===== config.mk =====
export PLATFORM = sky130hd
export DESIGN_NAME = counter_sequencer_flat
export DESIGN_NICKNAME = d
export VERILOG_FILES = /design/src/rtl/counter_sequencer_pkg.sv /design/src/rtl/counter_sequencer_if.sv /design/src/rtl/counter_sequencer.sv /design/src/flat_wrapper.sv
export SDC_FILE = /design/constraint.sdc
export NUM_CORES = 1
export LEC_CHECK = 0
export CORE_ASPECT_RATIO = 1.5
export CORE_MARGIN = 3
export CORE_UTILIZATION = 53
export DETAILED_ROUTE_END_ITERATION = 8
export PLACE_DENSITY_LB_ADDON = 0.15
export SLEW_MARGIN = 10
export SYNTH_ARGS = -nofsm -noshare
export SYNTH_HDL_FRONTEND = slang
export SYNTH_SLANG_ARGS = --single-unit

===== constraint.sdc =====
create_clock -name clk -period 4.59 [get_ports clk]
set_input_delay 1.1475 -clock clk [delete_from_list [all_inputs] [get_ports clk]]
set_output_delay 1.1475 -clock clk [all_outputs]
set_load 0.1 [all_outputs]

===== src/rtl/counter_sequencer_pkg.sv =====
// Shared definitions for the counter sequencer: command op codes and FSM states.
package counter_seq_pkg;

  typedef enum logic [1:0] {
    OP_START  = 2'd0,
    OP_PAUSE  = 2'd1,
    OP_RESUME = 2'd2,
    OP_ABORT  = 2'd3
  } op_t;

  typedef enum logic [2:0] {
    ST_IDLE   = 3'd0,
    ST_CLEAR  = 3'd1,
    ST_RUN    = 3'd2,
    ST_PAUSED = 3'd3,
    ST_DONE   = 3'd4
  } state_t;

endpackage


===== src/rtl/counter_sequencer_if.sv =====
// Command channel of the counter sequencer: valid/ready handshake plus payload.
interface counter_sequencer_if
  import counter_seq_pkg::*;
#(
  parameter int WIDTH = 4,
  parameter int LAPW  = 4
) ();

  logic             cmd_valid;
  logic             cmd_ready;
  op_t              cmd_op;
  logic [WIDTH-1:0] cmd_target;
  logic [LAPW-1:0]  cmd_laps;

  modport master (output cmd_valid, cmd_op, cmd_target, cmd_laps, input cmd_ready);
  modport slave  (input cmd_valid, cmd_op, cmd_target, cmd_laps, output cmd_ready);

endinterface


===== src/rtl/counter_sequencer.sv =====
// Command-driven controller for an external WIDTH-bit up-counter. Runs the
// counter for laps*2^WIDTH+target increments, supports pause/resume/abort,
// and shadow-checks the counter output while a run is in progress.
module counter_sequencer
  import counter_seq_pkg::*;
#(
  parameter int WIDTH = 4,
  parameter int LAPW  = 4
) (
  input  logic                clk,
  input  logic                rstb,
  counter_sequencer_if.slave  cmd,
  output logic                cnt_en,
  output logic                cnt_clr,
  input  logic [WIDTH-1:0]    cnt_q,
  output logic                busy,
  output logic                done,
  output logic                cmd_err,
  output logic                chk_err
);

  localparam int RW = LAPW + WIDTH;

  state_t           r_state;
  state_t           w_state_next;
  logic [RW-1:0]    r_remaining;
  logic [RW-1:0]    w_remaining_next;
  logic [RW-1:0]    w_rem_dec;
  logic [WIDTH-1:0] r_shadow;
  logic [WIDTH-1:0] w_shadow_next;
  logic             r_cnt_en;
  logic             r_cnt_clr;
  logic             r_cmd_err;
  logic             w_cmd_err_next;
  logic             r_chk_err;
  logic             w_start;
  logic             w_accept;
  logic             w_mismatch;

  assign w_accept = cmd.cmd_valid && cmd.cmd_ready;

  // Next-state, run bookkeeping and command legality.
  // NOTE: every variable gets a default before the case so no path leaves it
  // unassigned; otherwise synthesis infers a latch to hold the old value.
  always_comb begin
    w_state_next     = r_state;
    w_remaining_next = r_remaining;
    w_shadow_next    = r_shadow;
    w_cmd_err_next   = 1'b0;
    w_start          = 1'b0;
    w_rem_dec        = r_cnt_en ? (r_remaining - RW'(1)) : r_remaining;
    case (r_state)
      ST_IDLE: begin
        if (w_accept) begin
          if (cmd.cmd_op == OP_START) begin
            w_state_next     = ST_CLEAR;
            // Concatenation is exactly laps*2^WIDTH + target.
            w_remaining_next = {cmd.cmd_laps, cmd.cmd_target};
            w_shadow_next    = '0;
            w_start          = 1'b1;
          end else begin
            w_cmd_err_next = 1'b1;
          end
        end
      end
      ST_CLEAR: begin
        w_state_next = (r_remaining == '0) ? ST_DONE : ST_RUN;
      end
      ST_RUN: begin
        w_remaining_next = w_rem_dec;
        w_shadow_next    = r_shadow + {{(WIDTH-1){1'b0}}, r_cnt_en};
        if (w_rem_dec == '0) begin
          // Completion wins over any command arriving on the final increment.
          w_state_next   = ST_DONE;
          w_cmd_err_next = w_accept;
        end else if (w_accept) begin
          case (cmd.cmd_op)
            OP_PAUSE: w_state_next = ST_PAUSED;
            OP_ABORT: begin
              w_state_next     = ST_IDLE;
              w_remaining_next = '0;
            end
            default:  w_cmd_err_next = 1'b1;
          endcase
        end
      end
      ST_PAUSED: begin
        if (w_accept) begin
          case (cmd.cmd_op)
            OP_RESUME: w_state_next = ST_RUN;
            OP_ABORT: begin
              w_state_next     = ST_IDLE;
              w_remaining_next = '0;
            end
            default:   w_cmd_err_next = 1'b1;
          endcase
        end
      end
      ST_DONE: w_state_next = ST_IDLE;
      default: w_state_next = ST_IDLE;
    endcase
  end

  // Counter output is only meaningful while a run owns the counter.
  assign w_mismatch = ((r_state == ST_RUN) || (r_state == ST_PAUSED)) && (cnt_q != r_shadow);

  // State, bookkeeping and registered counter controls.
  // NOTE: sequential state uses non-blocking assignments so every register
  // samples pre-edge values and simulation matches the synthesized flops.
  always_ff @(posedge clk or negedge rstb) begin
    if (!rstb) begin
      r_state     <= ST_IDLE;
      r_remaining <= '0;
      r_shadow    <= '0;
      r_cnt_en    <= 1'b0;
      r_cnt_clr   <= 1'b0;
      r_cmd_err   <= 1'b0;
      r_chk_err   <= 1'b0;
    end else begin
      r_state     <= w_state_next;
      r_remaining <= w_remaining_next;
      r_shadow    <= w_shadow_next;
      r_cnt_en    <= (w_state_next == ST_RUN) && (w_remaining_next != '0);
      r_cnt_clr   <= (w_state_next == ST_CLEAR);
      r_cmd_err   <= w_cmd_err_next;
      r_chk_err   <= w_start ? 1'b0 : (r_chk_err | w_mismatch);
    end
  end

  assign cnt_en        = r_cnt_en;
  assign cnt_clr       = r_cnt_clr;
  assign cmd_err       = r_cmd_err;
  assign chk_err       = r_chk_err;
  assign done          = (r_state == ST_DONE);
  assign busy          = (r_state == ST_CLEAR) || (r_state == ST_RUN) || (r_state == ST_PAUSED);
  assign cmd.cmd_ready = !((r_state == ST_CLEAR) || (r_state == ST_DONE));

endmodule


===== src/flat_wrapper.sv =====
// flat-port wrapper written by rule: the top's interface ports become plain ports
module counter_sequencer_flat import counter_seq_pkg::*;
#(
  parameter int WIDTH = 4,
  parameter int LAPW  = 4
)
  (clk, rstb, cnt_en, cnt_clr, cnt_q, busy, done, cmd_err, chk_err, cmd_cmd_valid, cmd_cmd_op, cmd_cmd_target, cmd_cmd_laps, cmd_cmd_ready);
  counter_sequencer_if #(.WIDTH(WIDTH), .LAPW(LAPW)) cmd_i ();
  input  logic clk;
  input  logic rstb;
  output logic cnt_en;
  output logic cnt_clr;
  input  logic [WIDTH-1:0] cnt_q;
  output logic busy;
  output logic done;
  output logic cmd_err;
  output logic chk_err;
  input wire logic [$bits(cmd_i.cmd_valid)-1:0] cmd_cmd_valid;
  input wire logic [$bits(cmd_i.cmd_op)-1:0] cmd_cmd_op;
  input wire logic [$bits(cmd_i.cmd_target)-1:0] cmd_cmd_target;
  input wire logic [$bits(cmd_i.cmd_laps)-1:0] cmd_cmd_laps;
  output wire logic [$bits(cmd_i.cmd_ready)-1:0] cmd_cmd_ready;
  assign cmd_i.cmd_valid = cmd_cmd_valid;
  assign cmd_i.cmd_op = cmd_cmd_op;
  assign cmd_i.cmd_target = cmd_cmd_target;
  assign cmd_i.cmd_laps = cmd_cmd_laps;
  assign cmd_cmd_ready = cmd_i.cmd_ready;
  counter_sequencer #(.WIDTH(WIDTH), .LAPW(LAPW)) u_core (.clk(clk), .rstb(rstb), .cmd(cmd_i), .cnt_en(cnt_en), .cnt_clr(cnt_clr), .cnt_q(cnt_q), .busy(busy), .done(done), .cmd_err(cmd_err), .chk_err(chk_err));
endmodule

Word-level counts from Yosys, hierarchy flattened
Index checks and enable logic that the tools add are counted.
Word-level totals
  output and inout bits: 7
  flip-flop bits (word level): 19
Operators by class
  bitwise gates (word level): 1
  equality and inequality tests: 12
  multiplexer cells: 33
  add/subtract/negate cells: 2
  reduce and logical (&&, ||, !) cells: 17
Operator list (count)
  8-bit 2-to-1 mux: 8
  8-bit one-hot mux with 3 select lines: 1
  3-bit 2-to-1 mux: 6
  8-bit logical NOT: 2
  3-bit one-hot mux with 2 select lines: 2
  3-bit one-hot mux with 4 select lines: 1
  1-bit 2-to-1 mux: 11
  3-bit by 2-bit equality test with 1-bit output, second input constant: 3
  4-bit 2-to-1 mux: 2
  4-bit one-hot mux with 2 select lines: 1
  8-bit nonzero test: 1
  8-bit by 1-bit subtractor with 8-bit output, second input constant: 1
  3-bit by 1-bit equality test with 1-bit output, second input constant: 2
  4-bit by 1-bit adder with 4-bit output: 1
  2-bit equality test, second input constant: 2
  1-bit logical OR: 4
  2-bit by 1-bit != test with 1-bit output, second input constant: 2
  4-bit != test: 1
  2-bit OR reduction: 2
  3-bit equality test, second input constant: 1
  1-bit logical AND: 3
  3-bit logical NOT: 1
  1-bit one-hot mux with 3 select lines: 1
  3-bit AND reduction: 1
  other kinds (5): 5

Longest topological paths before layout
Gate-level depths: netlist (run 1).
  depth after elaboration: 9
  gate-level depth with buffers: 9

Worst setup path before layout (run 1)
OpenSTA, ideal clock, no wires.
  kind: register -> output
  start point: reg u_core.r_state[2]
  end point: out done
  arrival time: 2734 ps
  slack: 708 ps
  cell stages (with the launch flop): 4
  required time: 3443 ps
  cell sequence: dfrtp_1 -> clkbuf_1 -> inv_1 -> nor3_1
Between the ends
  cells in the longest elaborated chain, start to end: 1
RTL lines
  start, declared: line counter_sequencer.sv:24  | state_t r_state;
  start signal, assigned: line counter_sequencer.sv:120  | r_state <= w_state_next;
  3-bit equality test: line counter_sequencer.sv:134  | assign done = (r_state == ST_DONE);
  end, declared: line flat_wrapper.sv:15  | output logic done;
No other way between the ends.

Final worst setup path (run 1)
  start point: reg u_core.r_state[0]
  end point: out cmd_cmd_ready
Between the ends
  cells in the longest elaborated chain, start to end: 3
RTL lines
  3-bit by 1-bit equality test with 1-bit output or 3-bit equality test (tied branches): line counter_sequencer.sv:136  | assign cmd.cmd_ready = !((r_state == ST_CLEAR) || (r_state == ST_DONE));
  1-bit logical OR (*): line counter_sequencer.sv:136
  1-bit logical NOT (*): line counter_sequencer.sv:136
  end, declared: line flat_wrapper.sv:22  | output wire logic [$bits(cmd_i.cmd_ready)-1:0] cmd_cmd_ready;
Every way passes the cells marked *; elsewhere a longest branch is shown, timed or not.

==> results of run 1 <==
-- layer usage --
metal / global-route usage (%) / wire length, um / up-vias
li1: - / - / 586
met1: 28.2 / 1340 / 558
met2: 40.2 / 1620 / 30
met3: 2.70 / 133 / 8
met4: 9.00 / 56 / 0
met5: 0 / 0 / -
-- layout make-up --
class	count	area share, %
clock buffer	4	1.68
inverter	6	1.44
tap	23	1.84
timing repair buffer	23	14.7
sequential	19	30.4
multi-input combinational	114	49.8
-- state kept, by name, indices dropped and copies added, names as in the netlist --
register            cells
u_core.r_state          3
u_core.r_shadow         4
u_core.cmd_err          1
u_core.chk_err          1
u_core.cnt_clr          1
u_core.r_remaining      8
u_core.cnt_en           1
-- worst max-delay path by stage --
stage	slack (ps)	startpoint	depth (start not counted)	to
after floorplan	710	u_core.r_state[2]	3	done
after global placement	1290	cmd_cmd_valid	8	u_core.cnt_en
after detailed placement	1230	cmd_cmd_valid	8	u_core.cnt_en
after CTS	1070	u_core.r_state[0]	3	cmd_cmd_ready
after global routing	1000	u_core.r_state[0]	3	cmd_cmd_ready
final	1050	u_core.r_state[0]	3	cmd_cmd_ready
-- power by group --
part           switching [uW]  internal, uW  leakage [uW]
logic                     505           282      0.000390
clock network            56.0          33.9     0.0000150
registers                 106           235      0.000242
total                     667           551      0.000647
-- metrics by stage --
step	total power, uW	worst slack [ps]
floorplan	953	708
global placement	1110	1290
detailed placement	1130	1230
CTS	1220	1070
global route	1310	1000
finish	1220	1050
-- critical path: stages (launching register included) --
cell             delay, ps
dfrtp_1                550
xor2_1                 220
nand2_1                150
clkdlybuf4s50_1       1160
-- logic make-up (layout without fill, tap and decap cells) --
kind of cell	after synthesis	count (layout)	share of synthesized area, %
AND/OR/NAND/NOR	61	61	26.4
AO/OA/AOI/OAI	42	42	24.6
flip-flops	19	19	36.3
buffers and inverters	13	33	4.39
XOR/XNOR	7	7	4.68
adder cells (fa/ha/maj)	3	3	2.86
multiplexers	1	1	0.763
-- cell usage after synthesis, types with 2 or more instances --
| cell | instances |
|---|---|
| dfrtp_1 | 19 |
| nand2_1 | 19 |
| nor2_1 | 8 |
| o21ai_0 | 8 |
| inv_1 | 6 |
| a31oi_1 | 5 |
| nor3_1 | 5 |
| xnor2_1 | 5 |
| a21oi_1 | 4 |
| a22oi_1 | 4 |
| clkbuf_1 | 4 |
| and4_1 | 3 |
| ha_1 | 3 |
| nand3_1 | 3 |
| nand2b_1 | 2 |
| nand3b_1 | 2 |
| nand4_1 | 2 |
| o21ai_2 | 2 |
| o21bai_1 | 2 |
| o22ai_1 | 2 |
| o31ai_2 | 2 |
| or3b_1 | 2 |
| xor2_1 | 2 |
==> qor.csv, run 1 <==
stage;metric;value;unit
status;status;finished clean;
routing;antenna-violating nets left;0;
flow_run;Max Cap Viol;0;
synth;top post-synthesis cells by area;dfrtp_1, nand2_1, xnor2_1, o21ai_0, ha_1;
hold_path;hold path start;u_core.chk_err;
routing;Vias/cell;6.25;
clock_tree;Hold-fix buffers, CTS;0;
sta;hold slack final;507;ps
finish;ant diodes;0;
synth;FFs w/ async S/R, synth;100;%
clock_tree;clock tree from TritonCTS;built;
critical_path;crit start category;flop;
power;leakage;0.000647;uW
critical_path;highest net fanout along the worst path;13;
clock_tree;CTS resizes;0;
finish;multi-input logic area;778;sq um
floorplan;Initial Util;57.4;%
floorplan;number of cell rows;21;
routing;drc violations;0;
global_routing;largest net degree at the start of global routing;20;
global_routing;number of global-route vias before repair;1216;
finish;fin nets;187;
sta;Fin Setup TNS;0;ps
synth;Post-Syn Nets;166;
clock_tree;root buffer cell;clkbuf_4;
sta;f_max;0.283;GHz
synth;largest area contributor in the netlist;dfrtp_1;
critical_path;Worst setup EP type;output pin;
placed_design;DP Area;1540;sq um
sta;Slew @ Worst Pin;1070;ps
finish;Synth-to-Final Area Change;19.1;%
hold_path;WHS Path Cells;2;
clock_tree;clk slew on worst S/H paths;120;ps
hold_path;Hold Path Sink;u_core.chk_err;
synth;register bit total from synthesis;19;
power;P per Cell Area;780;nW/um^2
finish;final non-filler cell total;189;
finish;# fillers;187;
floorplan;die area;3120;sq um
finish;Util after Layout;68.3;%
hold_path;HP Class;flop to flop;
placed_design;port buffer count;23;
global_routing;first-pass GRT wire length;5.36;mm
routing;Detailed Route WL;3.15;mm
clock_tree;clk_lat worst skew;310;ps
clock_tree;Clock Path Buffers;2;
synth;Post-Syn Instances;146;
sta;max_slew headroom;27.4;%
clock_tree;CTS buffer count;3;
floorplan;area of the core;2290;sq um
synth;count of cell types in the netlist;55;
global_routing;grt ovf;0;
routing;initial DRC count;37;
sta;max-slew violation total from the final report;0;
clock_tree;Setup Fix Bufs, Post-CTS;0;
synth;Most used DFF post-synth;dfrtp_1;
finish;design area;1560;sq um
finish;total area of sequential cells;475;sq um
critical_path;CP arrival;2390;ps
synth;synthesized area;1310;sq um
floorplan;IO Count;24;
routing;Vias;1182;
sta;crit share post-route;77.0;%
critical_path;Register-to-Register Path Depth;8;
sta;RSZ-0062 raised after global routing;false;
global_routing;Global Route Usage Sum;23.3;%
critical_path;R2R setup slack;2120;ps
floorplan;die height;66.9;um
clock_tree;H-tree depth;1;
sta;final hold violation count;0;
critical_path;reg2reg end;u_core.cmd_err;
placed_design;Post-Place Cells;185;
placed_design;final HPWL from detailed placement;2.38;mm
clock_tree;CTS sink count;19;
sta;clk_skew;4.34;ps
power;maximum vdd ir drop;0.432;mV
finish;layout cells sized above 1;8.43;%
critical_path;CP required;3440;ps
global_routing;antenna violations before repair;0;
synth;area share of the largest cell type after synthesis;36.3;%
synth;syn_area_per_cell;8.98;sq um
synth;number of synthesized flops with an enable pin;0;
synth;post-synthesis sequential area ratio;36.3;%
finish;leading cell types in the layout, fill and taps excluded;clkdlybuf4s50_1, nand2_1, dfrtp_1;
routing;DRT Pass-1 Iters;4;
floorplan;chip width;46.6;um
finish;most common cell after layout, fill and taps aside;clkdlybuf4s50_1;
critical_path;Critical R2R Launch;u_core.r_remaining[0];
placed_design;GPL Wtd Cong;0.856;
sta;Tmin final;3540;ps
critical_path;kind of critical path;flop to output pin;
sta;final setup violation count;0;
synth;YS warnings;0;
routing;Avg WL per Cell;16.7;um
Note: power is estimated with default switching activity, not from simulation.
==> run 2, diff against run 1 <==
Settings changed: CORE_UTILIZATION 53 to 52.
Clock period 4.59 ns to 3.7 ns, I/O delays scaled along.
==> qor.csv, run 2 (same netlist as run 1, synthesis figures left out) <==
stage;metric;value;unit;change
global_routing;Global Route Usage Sum;22.6;%;was 23.3%
sta;final setup violation count;0;;unchanged
finish;fin nets;187;;unchanged
finish;biggest regs;u_core.r_remaining: 8 flops, u_core.r_shadow: 4 flops, u_core.r_state: 3 flops;;unchanged
sta;Tmin final;2980;ps;
routing;Detailed Route WL;3.17;mm;was 3.15 mm
floorplan;die height;67.5;um;was 66.9 um
critical_path;R2R setup slack;1230;ps;was 2120 ps
sta;max-slew violation total from the final report;0;;unchanged
floorplan;die area;3170;sq um;was 3120 sq um
clock_tree;clk slew on worst S/H paths;110;ps;was 120 ps
routing;DRT Pass-1 Iters;4;;unchanged
floorplan;number of cell rows;21;;unchanged
global_routing;number of global-route vias before repair;1172;;was 1216
routing;Avg WL per Cell;16.8;um;was 16.7 um
clock_tree;root buffer cell;clkbuf_4;;unchanged
critical_path;max incr delay on CP;570;ps;was 1160 ps
finish;design area;1550;sq um;was 1560 sq um
floorplan;area of the core;2310;sq um;was 2290 sq um
clock_tree;Setup Fix Bufs, Post-CTS;0;;unchanged
hold_path;Hold Path Sink;u_core.chk_err;;unchanged
power;clock share of power;7.1;%;was 7.4%
finish;ant diodes;0;;unchanged
hold_path;HP Class;flop to flop;;unchanged
power;P_int;676;uW;was 551 uW
clock_tree;CTS buffer count;3;;unchanged
power;Net Sw Frac;55.3;%;was 54.8%
sta;f_max;0.335;GHz;
critical_path;delay-heaviest family, CP;simple AND/OR/NAND/NOR gates;;was buffers and inverters
placed_design;GPL Wtd Cong;0.874;;was 0.856
floorplan;Initial Util;56.7;%;was 57.4%
routing;Vias;1227;;was 1182
sta;crit share post-route;80.6;%;
sta;Fin Setup TNS;0;ps;unchanged
routing;Vias/cell;6.49;;was 6.25
status;status;finished clean;;unchanged
critical_path;Worst path slowest cell;clkdlybuf4s50_1;;unchanged
critical_path;Critical R2R Launch;u_core.cnt_en;;was u_core.r_remaining[0]
routing;initial DRC count;43;;was 37
critical_path;crit-path cells;clkdlybuf4s50_1 > nor4b_1 > o31ai_2 > o21ai_0 > nand3_1 > or3b_1 > nor4_2 > a31oi_1;;was xor2_1 > nand2_1 > clkdlybuf4s50_1
sta;clk_skew;1.79;ps;was 4.34 ps
critical_path;kind of critical path;primary input to flop;;was flop to output pin
clock_tree;CTS resizes;0;;unchanged
global_routing;antenna violations before repair;0;;unchanged
critical_path;Worst setup EP type;flop;;was output pin
global_routing;first-pass GRT wire length;5.17;mm;was 5.36 mm
critical_path;CP arrival;3160;ps;was 2390 ps
global_routing;largest net degree at the start of global routing;20;;unchanged
critical_path;crit path buf inv count;1;;unchanged
placed_design;final HPWL from detailed placement;2.32;mm;was 2.38 mm
finish;Most flops, register;u_core.r_remaining;;unchanged
critical_path;reg2reg end;u_core.cnt_en;;was u_core.cmd_err
power;P per Cell Area;975;nW/um^2;was 780 nW/um^2
finish;layout cells sized above 1;10.8;%;was 8.43%
routing;antenna-violating nets left;0;;unchanged
floorplan;chip width;47;um;was 46.6 um
routing;drc violations;0;;unchanged
clock_tree;CTS sink count;19;;unchanged
clock_tree;clock tree from TritonCTS;built;;unchanged
clock_tree;Clock Path Buffers;2;;unchanged
sta;final hold violation count;0;;unchanged
hold_path;hold path start;u_core.chk_err;;unchanged
finish;Synth-to-Final Area Change;18.3;%;was 19.1%
placed_design;DP Area;1530;sq um;was 1540 sq um
sta;hold slack final;505;ps;was 507 ps
finish;max reg flops;8;;unchanged
power;register share of total power;27.9;%;was 28.0%
global_routing;grt ovf;0;;unchanged
power;Switching Power;836;uW;was 667 uW
critical_path;Register-to-Register Path Depth;7;;was 8
finish;leading cell types in the layout, fill and taps excluded;nand2_1, clkdlybuf4s50_1, dfrtp_1;;was clkdlybuf4s50_1, nand2_1, dfrtp_1
placed_design;port buffer count;23;;unchanged
power;leakage;0.000651;uW;was 0.000647 uW
power;maximum vdd ir drop;0.528;mV;was 0.432 mV
floorplan;IO Count;24;;unchanged
power;Comb power frac;65.0;%;was 64.6%
sta;Slew @ Worst Pin;964;ps;was 1070 ps
hold_path;WHS Path Cells;2;;unchanged
finish;Util after Layout;67.1;%;was 68.3%
sta;max_slew headroom;35.5;%;was 27.4%
clock_tree;clk_lat worst skew;300;ps;was 310 ps
finish;# fillers;194;;was 187
clock_tree;H-tree depth;1;;unchanged
critical_path;CP required;3880;ps;was 3440 ps
sta;RSZ-0062 raised after global routing;false;;unchanged
clock_tree;Hold-fix buffers, CTS;0;;unchanged
critical_path;crit start category;primary input;;was flop
flow_run;Max Cap Viol;0;;unchanged
critical_path;highest net fanout along the worst path;8;;was 13
==> run 2: cell types whose count changed in the layout (fill, tap and decap cells not counted), sizes merged <==
cell           delta
buf               +4
clkdlybuf4s50     -4
==> run 2: stage by stage <==
stage | std cells | power (uW) | setup WS (ps)
floorplan | 146 | 1180 | 40.6
global placement | 185 | 1360 | 623
detailed placement | 185 | 1400 | 469
CTS | 189 | 1510 | 769
global route | 189 | 1630 | 561
finish | 189 | 1510 | 719
==> run 2: power groups by stage <==
stage          sequential [uW]  combinational, uW  clock [uW]
2_1_floorplan              451                731           0
4_1_cts                    417                985         110
5_1_grt                    437               1070         118
3_5_place_dp               423                975           0
6_report                   422                982         108
3_3_place_gp               416                949           0
==> run 2: cell type report <==
class | instances | area, sq um | share of cell area (%)
clock buffers | 4 | 26.3 | 1.69
flip-flops and latches | 19 | 475 | 30.6
repair buffers | 23 | 220 | 14.2
inverters | 6 | 22.5 | 1.45
well taps | 23 | 28.8 | 1.85
multi-input cells | 114 | 778 | 50.2
==> run 2: how the worst max path moves through the flow <==
stage,from,to,slack (ps),cells after the start
finish,cmd_cmd_valid,u_core.cnt_en,720,8
global route,cmd_cmd_valid,u_core.cnt_en,560,8
CTS,cmd_cmd_valid,u_core.cnt_en,770,8
detailed placement,cmd_cmd_valid,u_core.cnt_en,470,8
global placement,cmd_cmd_valid,u_core.cnt_en,620,8
floorplan,u_core.r_state[2],done,40,3
==> run 2: worst min-delay path, stage by stage, from the launching register on <==
cell and delay, ps:
dfrtp_1 360, a31oi_1 40, nor2_1 70
==> run 2: metal layers <==
metal / vias to the layer above / GRT usage, % / part of all wire (%)
li1: 589 / - / -
met1: 565 / 25.9 / 38
met2: 66 / 40.8 / 53
met3: 7 / 1.60 / 6.9
met4: 0 / 9.69 / 2.3
met5: - / 0 / 0
